**config.mk**
```make
export PLATFORM = sky130hd
export DESIGN_NAME = mccpu_ctrl
export DESIGN_NICKNAME = d
export VERILOG_FILES = /design/src/rtl/mccpu_ctrl_pkg.sv /design/src/rtl/alu_dec.sv /design/src/rtl/mccpu_ctrl.sv
export SDC_FILE = /design/constraint.sdc
export NUM_CORES = 1
export LEC_CHECK = 0
export CAP_MARGIN = 20
export CORE_MARGIN = 4
export CORE_UTILIZATION = 51
export DETAILED_ROUTE_END_ITERATION = 7
export GPL_TIMING_DRIVEN = 0
export PLACE_DENSITY = 0.86
export REMOVE_ABC_BUFFERS = 1
export SYNTH_ARGS = -nofsm -noshare
export SYNTH_HDL_FRONTEND = slang
export SYNTH_SLANG_ARGS = --single-unit
```
**constraint.sdc**
```tcl
create_clock -name clk -period 3.1 [get_ports clk]
set_input_delay 0.62 -clock clk [delete_from_list [all_inputs] [get_ports clk]]
set_output_delay 0.62 -clock clk [all_outputs]
set_load 0.01 [all_outputs]
```
**src/rtl/mccpu_ctrl_pkg.sv**
```systemverilog
// rtl/mccpu_ctrl_pkg.sv - shared opcode, funct, state and select encodings for the MCCPU
package mccpu_ctrl_pkg;

   localparam logic [5:0] OP_RTYPE = 6'h00;
   localparam logic [5:0] OP_J     = 6'h02;
   localparam logic [5:0] OP_JAL   = 6'h03;
   localparam logic [5:0] OP_BEQ   = 6'h04;
   localparam logic [5:0] OP_BNE   = 6'h05;
   localparam logic [5:0] OP_ADDI  = 6'h08;
   localparam logic [5:0] OP_ORI   = 6'h0D;
   localparam logic [5:0] OP_LUI   = 6'h0F;
   localparam logic [5:0] OP_LW    = 6'h23;
   localparam logic [5:0] OP_SW    = 6'h2B;

   localparam logic [5:0] FN_JR  = 6'h08;
   localparam logic [5:0] FN_ADD = 6'h20;
   localparam logic [5:0] FN_SUB = 6'h22;
   localparam logic [5:0] FN_AND = 6'h24;
   localparam logic [5:0] FN_OR  = 6'h25;
   localparam logic [5:0] FN_SLT = 6'h2A;

   localparam logic [3:0] ALU_ADD = 4'd0;
   localparam logic [3:0] ALU_SUB = 4'd1;
   localparam logic [3:0] ALU_AND = 4'd2;
   localparam logic [3:0] ALU_OR  = 4'd3;
   localparam logic [3:0] ALU_SLT = 4'd4;
   localparam logic [3:0] ALU_LUI = 4'd5;

   localparam logic [1:0] PCSRC_ALU    = 2'b00;
   localparam logic [1:0] PCSRC_ALUOUT = 2'b01;
   localparam logic [1:0] PCSRC_JUMP   = 2'b10;
   localparam logic [1:0] PCSRC_JR     = 2'b11;

   localparam logic [1:0] REGDST_RT  = 2'b00;
   localparam logic [1:0] REGDST_RD  = 2'b01;
   localparam logic [1:0] REGDST_R31 = 2'b10;

   localparam logic [1:0] WDSEL_ALU = 2'b00;
   localparam logic [1:0] WDSEL_MEM = 2'b01;
   localparam logic [1:0] WDSEL_PC  = 2'b10;

   localparam logic [1:0] SRCB_REG  = 2'b00;
   localparam logic [1:0] SRCB_FOUR = 2'b01;
   localparam logic [1:0] SRCB_IMM  = 2'b10;
   localparam logic [1:0] SRCB_IMM2 = 2'b11;

   typedef enum logic [3:0] {
      S_IDLE    = 4'd0,
      S_FETCH   = 4'd1,
      S_DECODE  = 4'd2,
      S_EXE_R   = 4'd3,
      S_EXE_I   = 4'd4,
      S_MEM_ADR = 4'd5,
      S_MEM_RD  = 4'd6,
      S_MEM_WB  = 4'd7,
      S_MEM_WR  = 4'd8,
      S_ALU_WB  = 4'd9,
      S_BRANCH  = 4'd10,
      S_JUMP    = 4'd11,
      S_JR      = 4'd12
   } state_t;

   // S_FETCH doubles as the "unsupported instruction" verdict: no legal decode lands there.
   function automatic state_t decode_target(input logic [5:0] op, input logic [5:0] funct);
      state_t t;
      t = S_FETCH;
      case (op)
         OP_RTYPE: begin
            case (funct)
               FN_ADD, FN_SUB, FN_AND, FN_OR, FN_SLT: t = S_EXE_R;
               FN_JR:                                 t = S_JR;
               default:                               t = S_FETCH;
            endcase
         end
         OP_LW, OP_SW:             t = S_MEM_ADR;
         OP_ADDI, OP_ORI, OP_LUI:  t = S_EXE_I;
         OP_BEQ, OP_BNE:           t = S_BRANCH;
         OP_J, OP_JAL:             t = S_JUMP;
         default:                  t = S_FETCH;
      endcase
      return t;
   endfunction

endpackage

```
**src/rtl/alu_dec.sv**
```systemverilog
// rtl/alu_dec.sv - combinational ALU operation and immediate-extension decoder
module alu_dec
   import mccpu_ctrl_pkg::*;
(
   input  state_t      state,
   input  logic [5:0]  op,
   input  logic [5:0]  funct,
   output logic [3:0]  alu_op,
   output logic        ext_op
);

   always_comb begin
      alu_op = ALU_ADD;
      ext_op = 1'b0;
      case (state)
         S_DECODE, S_MEM_ADR: ext_op = 1'b1;
         S_EXE_R: begin
            case (funct)
               FN_SUB:  alu_op = ALU_SUB;
               FN_AND:  alu_op = ALU_AND;
               FN_OR:   alu_op = ALU_OR;
               FN_SLT:  alu_op = ALU_SLT;
               default: alu_op = ALU_ADD;
            endcase
         end
         S_EXE_I: begin
            // only addi, ori and lui reach EXE_I, so the default arm is addi
            case (op)
               OP_ORI:  alu_op = ALU_OR;
               OP_LUI:  alu_op = ALU_LUI;
               default: ext_op = 1'b1;
            endcase
         end
         S_BRANCH: alu_op = ALU_SUB;
         default:  alu_op = ALU_ADD;
      endcase
   end

endmodule

```
**src/rtl/mccpu_ctrl.sv**
```systemverilog
// rtl/mccpu_ctrl.sv - multi-cycle MCCPU control FSM with retired-instruction counter and illegal flag
module mccpu_ctrl
   import mccpu_ctrl_pkg::*;
(
   input  logic        clk,
   input  logic        rst_n,
   input  logic [5:0]  op,
   input  logic [5:0]  funct,
   input  logic        zero,
   output logic        PCWr,
   output logic [1:0]  PCSrc,
   output logic        IRWr,
   output logic        IorD,
   output logic        MemWr,
   output logic        RFWr,
   output logic [1:0]  RegDst,
   output logic [1:0]  WDSel,
   output logic        ALUSrcA,
   output logic [1:0]  ALUSrcB,
   output logic        EXTOp,
   output logic [3:0]  ALUOp,
   output logic        illegal,
   output logic [31:0] instret,
   output logic [3:0]  state
);

   state_t cur, nxt;
   logic   retire;
   logic   dec_illegal;

   assign state       = cur;
   assign retire      = cur inside {S_ALU_WB, S_MEM_WB, S_MEM_WR, S_BRANCH, S_JUMP, S_JR};
   assign dec_illegal = (cur == S_DECODE) && (decode_target(op, funct) == S_FETCH);

   alu_dec u_alu_dec (
      .state  (cur),
      .op     (op),
      .funct  (funct),
      .alu_op (ALUOp),
      .ext_op (EXTOp)
   );

   always_ff @(posedge clk or negedge rst_n) begin
      if (!rst_n) begin
         cur     <= S_IDLE;
         instret <= '0;
         illegal <= 1'b0;
      end else begin
         cur <= nxt;
         if (retire)
            instret <= instret + 32'd1;
         if (dec_illegal)
            illegal <= 1'b1;
      end
   end

   always_comb begin
      nxt     = S_FETCH;
      PCWr    = 1'b0;
      PCSrc   = PCSRC_ALU;
      IRWr    = 1'b0;
      IorD    = 1'b0;
      MemWr   = 1'b0;
      RFWr    = 1'b0;
      RegDst  = REGDST_RT;
      WDSel   = WDSEL_ALU;
      ALUSrcA = 1'b0;
      ALUSrcB = SRCB_REG;
      case (cur)
         S_IDLE: nxt = S_FETCH;
         S_FETCH: begin
            IRWr    = 1'b1;
            PCWr    = 1'b1;
            PCSrc   = PCSRC_ALU;
            ALUSrcB = SRCB_FOUR;
            nxt     = S_DECODE;
         end
         S_DECODE: begin
            ALUSrcB = SRCB_IMM2;
            nxt     = decode_target(op, funct);
         end
         S_EXE_R: begin
            ALUSrcA = 1'b1;
            ALUSrcB = SRCB_REG;
            nxt     = S_ALU_WB;
         end
         S_EXE_I: begin
            ALUSrcA = 1'b1;
            ALUSrcB = SRCB_IMM;
            nxt     = S_ALU_WB;
         end
         S_ALU_WB: begin
            RFWr   = 1'b1;
            WDSel  = WDSEL_ALU;
            RegDst = (op == OP_RTYPE) ? REGDST_RD : REGDST_RT;
         end
         S_MEM_ADR: begin
            ALUSrcA = 1'b1;
            ALUSrcB = SRCB_IMM;
            nxt     = (op == OP_LW) ? S_MEM_RD : S_MEM_WR;
         end
         S_MEM_RD: begin
            IorD = 1'b1;
            nxt  = S_MEM_WB;
         end
         S_MEM_WB: begin
            RFWr   = 1'b1;
            WDSel  = WDSEL_MEM;
            RegDst = REGDST_RT;
         end
         S_MEM_WR: begin
            IorD  = 1'b1;
            MemWr = 1'b1;
         end
         S_BRANCH: begin
            ALUSrcA = 1'b1;
            ALUSrcB = SRCB_REG;
            PCSrc   = PCSRC_ALUOUT;
            PCWr    = (op == OP_BEQ) ? zero : !zero;
         end
         S_JUMP: begin
            PCWr  = 1'b1;
            PCSrc = PCSRC_JUMP;
            // PC already holds PC+4 here, so jal links straight from PC
            if (op == OP_JAL) begin
               RFWr   = 1'b1;
               RegDst = REGDST_R31;
               WDSel  = WDSEL_PC;
            end
         end
         S_JR: begin
            PCWr  = 1'b1;
            PCSrc = PCSRC_JR;
         end
         default: nxt = S_IDLE;
      endcase
   end

endmodule

```
==> results.py <==
metrics = {
    "setup_path": {
        "end_kind": "output pin",
        "critPathArrivalTime_ps": 2350,
        "r2r_cells": 5,
        "start_kind": "register",
        "path_class": "reg -> out",
        "critical_path.max_fanout": 19,
        "critPathRequiredTime_ps": 2480,
    },
    "synth": {
        "yosys.area_share.adder_pct": 0.542,
        "yosys.area_share.simple_pct": 29.8,
        "netlist_instances": 268,
        "synth-xor-area-share_pct": 12.1,
        "async_flop_share_pct": 100,
        "synth-edff-count": 0,
        "synth-seq-cells": 37,
        "syn_area_per_cell_sq_um": 8.61,
        "synth_area_leaders": "dfrtp_1 (40%), xnor2_1 (9.1%), nand2_1 (4.4%), nand4_1 (4.1%), nor2_1 (3.7%)",
        "syn_area_sq_um": 2310,
        "yosysTopAreaCellShare_pct": 40.1,
        "synth-compound-area-share_pct": 12.3,
        "synth_top_area_cell": "dfrtp_1",
        "synth_seq_area_share_pct": 40.1,
        "synth_top_family_by_area": "simple AND/OR/NAND/NOR gates",
        "yosysWarnings": 0,
        "ys_types": 49,
        "synth_mux_area_share_pct": 0.488,
        "synth_ff_type": "dfrtp_1",
    },
    "final_layout": {
        "area_growth_pct": 36.1,
        "seq_area_sq_um": 930,
        "multi_input_area_sq_um": 1310,
        "num-fill-cells": 328,
        "drive_above_1_share_pct": 7.85,
        "fin_nets": 346,
        "diodes": 0,
        "layout_common_cells": "clkdlybuf4s50_1 (58), dfrtp_1 (34), nand2_1 (27)",
        "final_common_cell": "clkdlybuf4s50_1",
    },
    "timing": {
        "post-route-worst-setup-slack_ps": 129,
        "setup_violations": 0,
        "max-slew-margin-rel_pct": 47.4,
        "finalHoldViolCount": 0,
        "hold_slack_ps": 403,
        "min_period_ps": 2970,
        "min_period_over_period_pct": 95.8,
        "fin_setup_tns_ps": 0,
        "fmax_mhz": 337,
        "tightest_slew_ps": 788,
        "skew_ps": 10.3,
        "final-max-slew-violation-count": 0,
    },
    "grt": {
        "grt_pass1_wl_microns": 9660,
        "grt_overflow_total": 0,
        "grt_max_degree": 38,
        "antenna_found_initial": 0,
        "grt_usage_pct": 21.9,
        "grt_pass1_vias": 2060,
    },
    "place": {
        "dp_slack_ps": -513,
        "io_buffers": 69,
        "dp_hpwl_microns": 4130,
        "gp_congestion": 0.815,
    },
    "route": {
        "avgViaCountPerCell": 5.72,
        "routed_wl_microns": 5780,
        "drt_drc_violations_left": 0,
        "firstDrtPassIters": 4,
        "drt_iter0_drc": 174,
        "antenna_left": 0,
        "route.vias.total": 2191,
        "wl_per_cell_microns": 15.1,
    },
    "power": {
        "p_per_area_nw_per_um2": 574,
        "ir_drop_v": 0.000385,
        "p_total_mw": 1.80,
        "p_leak_nw": 1.27,
    },
    "clock_tree": {
        "post_cts_buffers": 0,
        "ctsHoldBuffers": 0,
        "clockBufferDepth": 2,
        "clkSinkCount": 37,
        "htree_levels": 2,
        "cts.reportedPaths.clkPinSlew_ps": 70,
        "root_buffer": "clkbuf_8",
        "clkLatencyLatePin_ps": 300,
        "cts_buffers": 5,
        "cts_tree": "built",
    },
    "die": {
        "rows": 24,
        "die_w_microns": 75.3,
        "ios": 71,
        "die_area_sq_um": 5670,
        "die_h_microns": 75.3,
        "start_util_pct": 53.0,
        "coreArea_sq_um": 4350,
    },
    "status": {
        "run_status": "finished clean",
    },
    "worst_hold_path": {
        "hold_path_class": "in -> async",
    },
    "job": {
        "drv_cap": 0,
    },
}
-- cells in the mapped netlist (all sizes together) (2+ instances only) --
cell    number
o32ai        2
nor2        23
nor2b        7
xnor2       24
nand4       15
clkbuf      10
a21boi       5
xor2         8
nand2b       6
o31ai        2
and2         4
buf          4
inv         10
dfrtp       37
and3         6
nor3        15
a21oi       11
o21ai        9
nor4         3
a21o         3
or3          2
o22ai        2
nand3       13
nand2       27
-- routing by layer --
metal	share of wire (%)	vias to the layer above	GRT usage, %
met2	49	98	34.5
li1	-	1068	-
met4	1.4	0	6.21
met1	42	1017	30.0
met5	0	-	0
met3	7.9	8	5.34
-- per-stage QoR --
stage,cell area (sq um),cells,utilization [%]
finish,3140,383,72.2
detailed placement,2990,375,68.7
CTS,3130,383,71.9
floorplan,2240,254,-
global route,3140,383,72.2
global placement,3000,375,68.9
-- logic make-up after synthesis --
| kind of cell | count (synthesis) |
|---|---|
| multiplexers | 1 |
| AO/OA/AOI/OAI | 43 |
| adder cells (fa/ha/maj) | 1 |
| AND/OR/NAND/NOR | 129 |
| flip-flops | 37 |
| XOR/XNOR | 32 |
| other | 1 |
| buffers and inverters | 24 |
-- worst max-delay path, stage by stage (launching register included) --
cell	delay (ps)
dfrtp_1	580
inv_1	250
nand2_1	190
nor4_4	380
a21o_1	130
clkdlybuf4s50_1	530
-- final timing paths --
check | end | from | slack, ps
min reg2reg | instret[31] | instret[31] | 470
max reg2reg | instret[29] | state[2] | 870
min in group clk | instret[31] | instret[31] | 470
min | instret[10] | rst_n | 400
max in group asynchronous | state[0] | rst_n | 2140
max | RFWr | state[2] | 130
-- registers in the layout, summed over array words and instances, names as in the netlist --
name,flops
instret,32
state,4
illegal,1
-- layout make-up --
class                           count  share of cell area (%)
Sequential cell                    37                    29.6
Clock inverter                      1                   0.956
Timing Repair Buffer               69                    21.6
Multi-Input combinational cell    207                    41.8
Clock buffer                        7                    2.75
Inverter                           10                    1.19
Tap cell                           52                    2.07
-- power breakdown --
| part | switching (mW) | leakage [nW] | internal (mW) |
|---|---|---|---|
| registers | 0.167 | 0.492 | 0.540 |
| logic | 0.321 | 0.716 | 0.345 |
| clock network | 0.169 | 0.0585 | 0.262 |
| total | 0.657 | 1.27 | 1.15 |
-- timing repair --
item,in CTS,in global routing
setup endpoints to repair,6,7
resized for setup,21,8
cloned,0,0
pin swaps,2,1
Power figures use the tool's default switching activity.
